`src/rtl/mem_wb_multi.sv`:
```
// MEM->WB pipeline register carrying NUM_CH register-write channels.
// MODE 0 follows the global stall vector; MODE 1 is a valid/ready stage with a 2-entry skid buffer.
module mem_wb_multi #(
  parameter int NUM_CH    = 2,
  parameter int ADDR_W    = 5,
  parameter int DATA_W    = 32,
  parameter int MODE      = 1,
  parameter int STALL_IN  = 3,
  parameter int STALL_OUT = 4
) (
  input  logic                     clk,
  input  logic                     rst,
  input  logic                     flush,
  input  logic [5:0]               stall,
  input  logic                     in_valid,
  output logic                     in_ready,
  input  logic [NUM_CH*ADDR_W-1:0] in_wd,
  input  logic [NUM_CH-1:0]        in_wreg,
  input  logic [NUM_CH*DATA_W-1:0] in_wdata,
  output logic                     out_valid,
  input  logic                     out_ready,
  output logic [NUM_CH*ADDR_W-1:0] out_wd,
  output logic [NUM_CH-1:0]        out_wreg,
  output logic [NUM_CH*DATA_W-1:0] out_wdata
);

  typedef struct packed {
    logic [NUM_CH*ADDR_W-1:0] wd;
    logic [NUM_CH-1:0]        wreg;
    logic [NUM_CH*DATA_W-1:0] wdata;
  } bundle_t;

  typedef enum logic [1:0] {EMPTY, ONE, TWO} skid_state_t;

  localparam bundle_t BUBBLE = '0;

  // A lower channel loses its write when a higher channel writes the same register.
  function automatic logic [NUM_CH-1:0] mask_wreg(input logic [NUM_CH*ADDR_W-1:0] wd,
                                                  input logic [NUM_CH-1:0] wreg);
    mask_wreg = wreg;
    for (int i = 0; i < NUM_CH; i++)
      for (int j = i + 1; j < NUM_CH; j++)
        if (wreg[i] && wreg[j] && (wd[i*ADDR_W +: ADDR_W] == wd[j*ADDR_W +: ADDR_W]))
          mask_wreg[i] = 1'b0;
  endfunction

  bundle_t in_b;
  bundle_t m_q;
  logic    unused_bits;

  assign in_b        = '{wd: in_wd, wreg: mask_wreg(in_wd, in_wreg), wdata: in_wdata};
  assign out_wd      = m_q.wd;
  assign out_wreg    = m_q.wreg;
  assign out_wdata   = m_q.wdata;
  assign unused_bits = ^{stall, in_valid, out_ready};

  generate
    if (MODE == 0) begin : g_stall
      always_ff @(posedge clk or negedge rst) begin
        if (!rst)
          m_q <= BUBBLE;
        else if (flush)
          m_q <= BUBBLE;
        else if (stall[STALL_IN] && !stall[STALL_OUT])
          m_q <= BUBBLE;
        else if (!stall[STALL_IN])
          m_q <= in_b;
      end

      assign in_ready  = ~stall[STALL_IN];
      assign out_valid = |m_q.wreg;
    end else begin : g_skid
      skid_state_t state_q, state_d;
      bundle_t     s_q, s_d, m_d;
      logic        acc, deq;

      always_ff @(posedge clk or negedge rst) begin
        if (!rst) begin
          state_q <= EMPTY;
          m_q     <= BUBBLE;
          s_q     <= BUBBLE;
        end else begin
          state_q <= state_d;
          m_q     <= m_d;
          s_q     <= s_d;
        end
      end

      // S only fills while M is stalled, and always drains into M before new input is taken.
      always_comb begin
        state_d = state_q;
        m_d     = m_q;
        s_d     = s_q;
        acc     = in_valid & in_ready;
        deq     = out_valid & out_ready;
        if (flush) begin
          state_d = EMPTY;
          m_d     = BUBBLE;
          s_d     = BUBBLE;
        end else begin
          case (state_q)
            EMPTY: if (acc) begin
              m_d     = in_b;
              state_d = ONE;
            end
            ONE: begin
              if (deq && acc) begin
                m_d = in_b;
              end else if (deq) begin
                m_d     = BUBBLE;
                state_d = EMPTY;
              end else if (acc) begin
                s_d     = in_b;
                state_d = TWO;
              end
            end
            TWO: if (deq) begin
              m_d     = s_q;
              s_d     = BUBBLE;
              state_d = ONE;
            end
            default: state_d = EMPTY;
          endcase
        end
      end

      assign in_ready  = (state_q != TWO);
      assign out_valid = (state_q != EMPTY);
    end
  endgenerate

endmodule

```
`config.mk`:
```
export PLATFORM = sky130hd
export DESIGN_NAME = mem_wb_multi
export DESIGN_NICKNAME = d
export VERILOG_FILES = /design/src/rtl/mem_wb_multi.sv
export SDC_FILE = /design/constraint.sdc
export NUM_CORES = 1
export LEC_CHECK = 0
export ABC_AREA = 1
export BUFFER_PORTS_ARGS = -buffer_cell sky130_fd_sc_hd__clkbuf_2
export CORE_MARGIN = 2
export CORE_UTILIZATION = 35
export CTS_CLUSTER_DIAMETER = 30
export DETAILED_ROUTE_END_ITERATION = 10
export PLACE_DENSITY = 0.56
export SLEW_MARGIN = 20
export SYNTH_ARGS = -nofsm -noshare
export SYNTH_HDL_FRONTEND = slang
export SYNTH_SLANG_ARGS = --single-unit
```
`constraint.sdc`:
```
create_clock -name clk -period 3.22 [get_ports clk]
set_input_delay 0.322 -clock clk [delete_from_list [all_inputs] [get_ports clk]]
set_output_delay 0.322 -clock clk [all_outputs]
set_load 0.02 [all_outputs]
```
==> run metrics <==
Buffers on Ports roughly 160; Worst Setup Path Type flip-flop to flip-flop; cells on worst reg2reg path 8; Die ar. 21200 sq um; YS warnings 0; Post-Syn Area about 7000 sq um; Max VDD drop about 0.56 mV; Final Cycle Share between 70% and 80%; layout cells sized above 1 25.7%; Top delay family on crit path buffers and inverters; Arr. time, crit path 2790 ps; Die Width between 100 and 150 um; post-layout min period 2530 ps; Vias/cell ~4.7; Crit-path slowest cell buf_4; cts bufs inserted 17; syn avg cell area 8.80 sq um; Final GP Congestion around 0.76; final hold vios 0; GRT Total Usage roughly 17%; crit path launch type flip-flop; unrepaired setup endpoints after global routing false; clk root buf clkbuf_16; DP Cell Count about 1200; fin cells 1217; leading cell type in the layout, fill and taps excluded nand2_1; CTS max path bufs 2; vias in the first global route 5680; # IOs approximately 170; core area around 20000 sq um; Nets 1030; CP Cell Sequence inv_1 -> ha_1 -> nor2_1 -> nand2_1 -> nand2_1 -> nor2_4 -> buf_4 -> o22ai_1; GRT overflow 0; Fmax between 300 and 400 MHz; PwrDens 992 nW/um^2; Buf+Inv Stages, Crit Path 2; Slew @ Worst Pin ~1100 ps; Clk Latency, worst-skew pair ~420 ps; post-synthesis register bit count approximately 150; chip height 146 um; Worst Path Required roughly 3500 ps; Setup Buffers After CTS 0; Max FO, Critical Path between 70 and 80; Rows between 50 and 60; Rel. slew slack between 20% and 30%; routed len/inst 14.5 um; Total Power between 8 and 9 mW; dpl ws between 700 and 800 ps; area grow syn2layout 24.1%; total negative setup slack 0 ps; first-pass GRT wire length slightly below 30 mm; final worst slack slightly below 700 ps; Hold Crit Class input port to async pin; WP depth 8; clock transition at the registers of the reported paths 60 ps; Routed WL ~18 mm; post-synth top area cell dfrtp_1; DP HPWL about 11 mm; most frequent cells in the layout nand2_1 (250), inv_1 (158), clkbuf_2 (157); post-layout utilization of the core between 40 and 50%; Worst Setup End Kind flip-flop; Residual DRC 0; max-cap violations 0; Setup Viol. Count Final 0; H-tree lvl count 4; drt first pass iters 4; Seq/Total Area, Yosys roughly 55%; Hold WS approximately 5.5 ps; area share of the largest cell type after synthesis 55.0%; vias 5662; Synth cell types 20; clock net sink count between 150 and 200; Post-DRT Antenna Nets 0; leakage power approximately 4.8 nW; Post-CTS Resized 0; post-route design area roughly 8700 sq um; pin count of the biggest net entering global routing 100; clk_skew approximately 10 ps; DRT iter0 DRCs between 200 and 250; Top cell by count, worst path nand2_1; Final Max Slew Viols 0; initial antenna violation count 1; Synth area leaders dfrtp_1 (55%), nand2_1 (13%), o22ai_1 (11%); Post-Syn Nets approximately 890; CTS tree built; starting density of the core a little over a third; CP peak stage delay 840 ps; Fillers approximately 2000; DP Area 8060 sq um; Hold Buf Count CTS 0; Cells after Synth 797; status complete, no violations; n_diodes 0
state kept, by name, indices dropped and copies added, names as in the netlist:
| signal | flops |
|---|---|
| g_skid.s_q | 76 |
| out_wdata | 64 |
| g_skid.state_q | 2 |
| out_wd | 10 |
| out_wreg | 2 |
worst paths after layout:
path                                   startpoint             end  slack [ps]
min in group clk                      in_wdata[8]   g_skid.s_q[8]         150
max in group asynchronous                     rst   out_wdata[22]        2410
worst max register to register  g_skid.state_q[0]  g_skid.s_q[34]         690
worst min register to register       out_wdata[5]    out_wdata[5]         480
worst min-delay path                          rst   out_wdata[61]           5
worst max-delay path            g_skid.state_q[0]  g_skid.s_q[34]         690
area by class of cell:
| cell class | instances | area, sq um | area share (%) |
|---|---|---|---|
| Tap cell | 265 | 332 | 3.81 |
| Timing Repair Buffer | 171 | 957 | 11.0 |
| Clock inverter | 12 | 188 | 2.16 |
| Multi-Input combinational cell | 434 | 2310 | 26.5 |
| Inverter | 161 | 604 | 6.95 |
| Sequential cell | 154 | 3850 | 44.3 |
| Clock buffer | 20 | 457 | 5.25 |
layer usage:
layer	part of all wire [%]	wire length [um]	vias to the layer above	track usage [%]
li1	-	-	2822	-
met1	49	8670	2683	23.7
met5	0.074	13	-	0
met4	1.5	268	2	5.49
met2	45	7890	135	26.8
met3	4.7	832	20	4.01
power breakdown:
part           internal, mW  switching, mW  leakage, nW
Clock                  1.35          0.833        0.313
Combinational          1.13           2.47         2.40
Sequential             2.61          0.242         2.04
Total                  5.09           3.54         4.75
synthesized netlist by cell type:
library cell	instances
inv_2	3
ha_1	4
nand3_2	2
a21oi_1	2
o21ai_0	5
nor2_1	7
buf_2	12
clkbuf_1	17
o22ai_2	29
dfrtp_1	154
nand2_1	252
buf_4	9
o22ai_1	121
nand4_2	1
inv_1	158
nor2_2	4
buf_1	3
a21oi_2	1
buf_6	7
nand3_1	6
cells by family (layout without fill, tap and decap cells):
logic type                 Yosys count  count (layout)  share of synthesized area (%)
buffers and inverters              209             364                           12.6
adders and majority gates            4               4                          0.714
DFF                                154             154                           55.0
AOI/OAI and AO/OA                  158             158                           16.6
and+or+nand+nor                    272             272                           15.1
Power figures use the tool's default switching activity.
